### config.mk
export PLATFORM = sky130hd
export DESIGN_NAME = ped_crossing_scheduler
export DESIGN_NICKNAME = d
export VERILOG_FILES = /design/src/rtl/ped_crossing_scheduler.sv
export SDC_FILE = /design/constraint.sdc
export NUM_CORES = 1
export LEC_CHECK = 0
export CAP_MARGIN = 20
export CORE_MARGIN = 8
export CORE_UTILIZATION = 51
export CTS_CLUSTER_DIAMETER = 200
export CTS_CLUSTER_SIZE = 25
export DETAILED_ROUTE_END_ITERATION = 10
export PLACE_DENSITY = 0.81
export SKIP_LAST_GASP = 1
export SYNTH_ARGS = -nofsm -noshare
export SYNTH_HDL_FRONTEND = slang
export SYNTH_SLANG_ARGS = --single-unit
### constraint.sdc
create_clock -name clk_main -period 2.7 [get_ports clk_main]
set_clock_uncertainty 0.2 [all_clocks]
set_input_delay 0.54 -clock clk_main [delete_from_list [all_inputs] [get_ports clk_main]]
set_output_delay 0.54 -clock clk_main [all_outputs]
set_load 0.01 [all_outputs]
### src/rtl/ped_crossing_scheduler.sv
// Pedestrian crossing scheduler: latches kerb requests, holds the main-road light at RED,
// then times walk, clearance and cooldown phases. Optional countdown output via PED_COUNTDOWN_EN.
module ped_crossing_scheduler #(
    parameter int WALK_CYCLES     = 32,
    parameter int CLEAR_CYCLES    = 8,
    parameter int COOLDOWN_CYCLES = 16,
    parameter int CNT_W           = 8
) (
    input  logic             clk_main,
    input  logic             rst_main,
    input  logic [1:0]       ped_req,
    input  logic [1:0]       traffic_light,
    output logic             hold_red,
    output logic             walk,
    output logic [1:0]       ped_ack,
    output logic [CNT_W-1:0] walk_remaining
);

    typedef enum logic [2:0] {
        IDLE,
        HOLD,
        WALK,
        CLEAR,
        COOLDOWN
    } state_t;

    localparam logic [CNT_W-1:0] WALK_LOAD  = CNT_W'(WALK_CYCLES - 1);
    localparam logic [CNT_W-1:0] CLEAR_LOAD = CNT_W'(CLEAR_CYCLES - 1);
    localparam logic [CNT_W-1:0] COOL_LOAD  = CNT_W'(COOLDOWN_CYCLES - 1);
    localparam logic [1:0]       LIGHT_RED  = 2'b10;

    state_t           state, state_nx;
    logic [CNT_W-1:0] timer, timer_nx;
    logic [1:0]       pending, pending_nx;
    logic             hold_red_nx, walk_nx;
    logic [1:0]       ped_ack_nx;
    logic [1:0]       req_all;
    logic             red_seen;

    assign req_all  = pending | ped_req;
    assign red_seen = (traffic_light == LIGHT_RED);

    // NOTE: sequential state uses non-blocking assignments so every flop samples pre-edge values.
    always_ff @(posedge clk_main or posedge rst_main) begin
        if (rst_main) begin
            state    <= IDLE;
            timer    <= '0;
            pending  <= '0;
            hold_red <= 1'b0;
            walk     <= 1'b0;
            ped_ack  <= '0;
        end else begin
            state    <= state_nx;
            timer    <= timer_nx;
            pending  <= pending_nx;
            hold_red <= hold_red_nx;
            walk     <= walk_nx;
            ped_ack  <= ped_ack_nx;
        end
    end

    // Every phase ends when the timer reads zero, so the timer never wraps.
    always_comb begin
        state_nx   = state;
        timer_nx   = timer;
        pending_nx = pending;
        unique case (state)
            IDLE: begin
                pending_nx = req_all;
                if (req_all != 2'b00) state_nx = HOLD;
            end
            HOLD: begin
                if (red_seen) begin
                    state_nx   = WALK;
                    timer_nx   = WALK_LOAD;
                    pending_nx = 2'b00;
                end else begin
                    pending_nx = req_all;
                end
            end
            WALK: begin
                if (timer == '0) begin
                    state_nx = CLEAR;
                    timer_nx = CLEAR_LOAD;
                end else begin
                    timer_nx = timer - 1'b1;
                end
            end
            CLEAR: begin
                pending_nx = req_all;
                if (timer == '0) begin
                    state_nx = COOLDOWN;
                    timer_nx = COOL_LOAD;
                end else begin
                    timer_nx = timer - 1'b1;
                end
            end
            COOLDOWN: begin
                pending_nx = req_all;
                if (timer == '0) state_nx = IDLE;
                else             timer_nx = timer - 1'b1;
            end
            default: state_nx = IDLE;
        endcase
    end

    // Outputs are decoded from the next state and registered alongside it.
    always_comb begin
        hold_red_nx = (state_nx == HOLD) || (state_nx == WALK) || (state_nx == CLEAR);
        walk_nx     = (state_nx == WALK);
        ped_ack_nx  = 2'b00;
        if (state == HOLD && state_nx == WALK) ped_ack_nx = req_all;
        else if (state == WALK)                ped_ack_nx = ped_req;
    end

`ifdef PED_COUNTDOWN_EN
    always_ff @(posedge clk_main or posedge rst_main) begin
        if (rst_main) walk_remaining <= '0;
        else          walk_remaining <= (state_nx == WALK) ? timer_nx + 1'b1 : '0;
    end
`else
    assign walk_remaining = '0;
`endif

endmodule

---- After elaboration in Yosys (flattened, before gate mapping) ----
Cells that the tools add are included.
word-level totals
  output and inout port bits .............. 12
  bits in registers ....................... 17
  logic and storage cells ................. 43
  input port bits ......................... 6
operators by class
  equality and inequality tests ........... 10
  mux-type cells .......................... 15
  add/sub/neg operators ................... 1
  bitwise logic cells ..................... 1
  reductions and logical operators ........ 10
operators by type and width
  cell                                              count
  2-to-1 mux 8 bit                                  4
  one-hot mux 8 bit (4 select lines)                1
  2-to-1 mux 3 bit                                  5
  one-hot mux 3 bit (5 select lines)                1
  == test 3 x 2 -> 1 bit, second input constant     4
  zero test 8 bit                                   1
  subtractor 8 x 1 -> 8 bit, second input constant  1
  == test 3 x 1 -> 1 bit, second input constant     2
  2-to-1 mux 2 bit                                  3
  != test 2 bit, second input constant              2
  one-hot mux 2 bit (2 select lines)                1
  nonzero test 2 bit                                2
  nonzero test 4 bit                                1
  == test 3 bit, second input constant              1
  zero test 3 bit                                   1
  AND reduction 3 bit                               1
  OR reduction 3 bit                                1
  == test 2 bit, second input constant              1
  logical OR 1 bit                                  2
  bitwise OR 2 bit                                  1
  logical AND 1 bit                                 1

---- Depth between registers and ports, before layout ----
  depth in word-level cells ............... 7
  gate-level depth with buffers ........... 6
  gate-level depth less buffers ........... 6

---- Least setup slack after synthesis ----
Ideal clock, no wire load.
  path kind ............................... flip-flop to flip-flop
  start ................................... register timer[0]
  end ..................................... register timer[6]
  slack ................................... 844 ps
  data required time ...................... 2374 ps
  arrival ................................. 1530 ps
  stages on the path, launching flop included .. 7
  period minus slack after synthesis ...... 1856 ps
  cells stage by stage .................... dfrtp_1 > inv_1 > ha_1 > nor4b_4 > a32oi_1 > and3_1 > a221o_1
on the way
  cells in the longest elaborated chain, start to end .. 3
  elaborated cells on any way between the ends .. 8
  those cells by class .................... add/sub: 1; eq/ne: 1; mux: 4; reduce/logical: 2
ends and longest elaborated chain
  item                                                                       RTL line  RTL
  from (decl)                                                                33        logic [CNT_W-1:0] timer, timer_nx;
  from (signal assigned)                                                     54        timer <= timer_nx;
  subtractor 8 x 1 -> 8 bit or zero test 8 bit (tied branches)               -
  2-to-1 mux 8 bit (tied with other cells)                                   100       if (timer == '0) state_nx = IDLE;
  one-hot mux 8 bit (4 select lines) or AND reduction 3 bit (tied branches)  -
Parallel ways exist; a longest one is shown, timed or not. The select of a mux whose other input is x is not followed.
A chain may end at the register's enable or synchronous reset.

---- Final worst setup path ----
  start ................................... register timer[1]
  end ..................................... register timer[7]
Same word-level chain as after synthesis.

==> flow_metrics.env <==
export IMPL_ys_ff_latch=17
export IMPL_cts_buffers=3
export IMPL_finalCritPeriodShare_pct=74.3
export IMPL_synth_warnings=0
export IMPL_post_cts_resized=0
export IMPL_dieHeight_um=61.6
export IMPL_core_um2=1960
export IMPL_max_stage_delay_ps=400
export IMPL_die_width_um=61.6
export IMPL_path_cells="inv_1 > ha_1 > nor4b_4 > a32oi_1 > and3_1 > a221o_1"
export IMPL_num_vias=823
export IMPL_end_kind="flip-flop"
export IMPL_startpoint_type="flip-flop"
export IMPL_critical_path_arrival_ps=1980
export IMPL_critPathKind="flip-flop to flip-flop"
export IMPL_outcome="finished, final reports clean"
export IMPL_clock_sinks=17
export IMPL_io_buffers=9
export IMPL_finalSetupViolations=0
export IMPL_synth_edf_count=0
export IMPL_row_count=16
export IMPL_n_antenna_cell=0
export IMPL_nFillCells=193
export IMPL_clock_latency_ps=290
export IMPL_p_total_uw=408
export IMPL_root_buffer="clkbuf_4"
export IMPL_nets=131
export IMPL_fin_crit_ps=2010
export IMPL_viasPerCell=5.52
export IMPL_postCtsHoldBufs=0
export IMPL_use_met3_pct=2.09
export IMPL_worst_ir_drop_vdd_mv=0.214
export IMPL_rrSetupSlack_ps=690
export IMPL_grt_overflow=0
export IMPL_drt_iter0_drc=18
export IMPL_place_congestion=0.838
export IMPL_drc_errors=0
export IMPL_hold_start="timer[0]"
export IMPL_drv_cap=0
export IMPL_r2r_start="timer[1]"
export IMPL_synth_ff_type="dfrtp_1"
export IMPL_drive_above_1_share_pct=10.7
export IMPL_dr_pass1_iters=4
export IMPL_met2_usage_pct=21.0
export IMPL_htree_levels=1
export IMPL_maxSlewHeadroom_pct=57.0
export IMPL_power_density_nw_per_um2=351
export IMPL_crit_fanout=5
export IMPL_cp_required_ps=2680
export IMPL_holdPathStages=1
export IMPL_cts_setup_buffers=0
export IMPL_boundaryPins=18
export IMPL_whs_endpoint="timer[0]"
export IMPL_use_met1_pct=13.7
export IMPL_rr_endpoint="timer[7]"
export IMPL_worst_slew_pin_transition_ps=644
export IMPL_synth_area_um2=1060
export IMPL_ys_types=42
export IMPL_grt_pass1_wl_um=3380
export IMPL_cts_tree="done"
export IMPL_postLayoutCoreUtil_pct=59.2
export IMPL_grt_max_degree=18
export IMPL_finalHoldViolCount=0
export IMPL_grt_busiest_layer="met2"
export IMPL_avgSynthCellArea_um2=9.45
export IMPL_syn_inst=112
export IMPL_clk_pin_slew_ps=90
export IMPL_grt_pass1_vias=751
export IMPL_post_drt_wl_per_cell_um=13.5
export IMPL_tns_ps=0
export IMPL_async_flop_share_pct=100
export IMPL_max_freq_mhz=498
export IMPL_rsz0062_at_grt="false"
export IMPL_yosysSeqAreaShare_pct=40.2
export IMPL_routed_wl_um=2010
export IMPL_slowest_stage="dfrtp_1"
export IMPL_clk_path_buf_depth=2
export IMPL_leakagePower_nw=0.524
export IMPL_hold_path_class="flip-flop to flip-flop"
export IMPL_drtAntennaViolNets=0
export IMPL_area_growth_pct=9.81
export IMPL_antenna_found_initial=0
export IMPL_start_util_pct=54.0
export IMPL_place_hpwl_um=1560
export IMPL_dieArea_um2=3790
export IMPL_r2r_cells=6
export IMPL_slew_violations=0
export IMPL_track_usage_pct=12.0
cell families after synthesis:
kind of cell / synth area share (%)
adder cells (fa/ha/maj): 2.36
multiplexers: 2.84
other: 0.354
AND/OR/NAND/NOR: 23.9
flip-flops: 40.2
buffers and inverters: 10.0
AO/OA/AOI/OAI: 20.3
how the worst max path moves through the flow:
| stage | end | depth (start not counted) | startpoint | slack, ps |
|---|---|---|---|---|
| after CTS | timer[1] | 6 | timer[1] | 660 |
| after detailed placement | timer[4] | 4 | traffic_light[1] | 440 |
| after global routing | timer[2] | 6 | timer[0] | 540 |
| after global placement | timer[6] | 5 | traffic_light[1] | 470 |
| final | timer[7] | 6 | timer[1] | 690 |
| after floorplan | timer[6] | 6 | timer[0] | 840 |
state kept, by name (all words and copies together) (netlist names):
register	count
walk	1
timer	8
pending	2
state	3
hold_red	1
ped_ack	2
cells in the final DEF (no fill, tap or decap), types with 3 or more instances in the layout:
cell type        synthesis  routed
dfrtp_1                 17      17
nor2_1                  11      11
nand2_1                 10      10
a21oi_1                 10      10
clkdlybuf4s50_1          0       9
conb_1                   1       8
inv_1                    7       7
o21ai_0                  4       4
mux2i_1                  3       3
nand3_1                  3       3
clkbuf_4                 0       3
critical path, delay by kind of cell (launching register included):
| kind | cells | cell delay [ps] |
|---|---|---|
| AOI/OAI and AO/OA | 2 | 480 |
| buffers and inverters | 1 | 100 |
| adders and majority gates | 1 | 150 |
| and+or+nand+nor | 2 | 570 |
| DFF | 1 | 400 |
synth_stat cells, types with 2 or more instances:
cell	instances	area [µm²]
and3_1	2	12.5
a221oi_1	2	17.5
a21oi_1	10	50.1
a211o_1	2	17.5
inv_1	7	26.3
o21ai_0	4	20.0
dfrtp_1	17	425
buf_4	8	60.1
ha_1	2	25.0
nand2_1	10	37.5
nand3_1	3	15.0
a221o_1	2	20.0
nor2_1	11	41.3
nor2b_1	2	12.5
mux2i_1	3	30.0
power by group:
part / leakage [nW] / internal [mW] / switching [mW]
Sequential: 0.212 / 0.254 / 0.000000227
Clock: 0.0150 / 0.0575 / 0.0751
Combinational: 0.297 / 0.00752 / 0.0132
per-layer routing:
| metal | part of all wire [%] | wire length (µm) | vias to the layer above |
|---|---|---|---|
| li1 | - | - | 401 |
| met1 | 44 | 888 | 392 |
| met2 | 49 | 991 | 25 |
| met3 | 4.8 | 96 | 5 |
| met4 | 1.7 | 34 | 0 |
| met5 | 0 | 0 | - |
stage by stage:
step	worst slack (ps)	instances	hold WS, ps	cell area, µm²
floorplan	844	119	266	1080
global placement	466	145	292	1140
detailed placement	445	145	298	1140
CTS	659	149	311	1160
global route	541	149	346	1160
finish	693	149	307	1160
cell type report:
type	count	area (µm²)	area share, %
timing repair buffer	10	97.6	8.40
sequential	17	425	36.6
multi-input combinational	84	553	47.6
clock buffer	4	26.3	2.26
tap	27	33.8	2.91
inverter	7	26.3	2.26
Note: power is estimated with default switching activity, not from simulation.
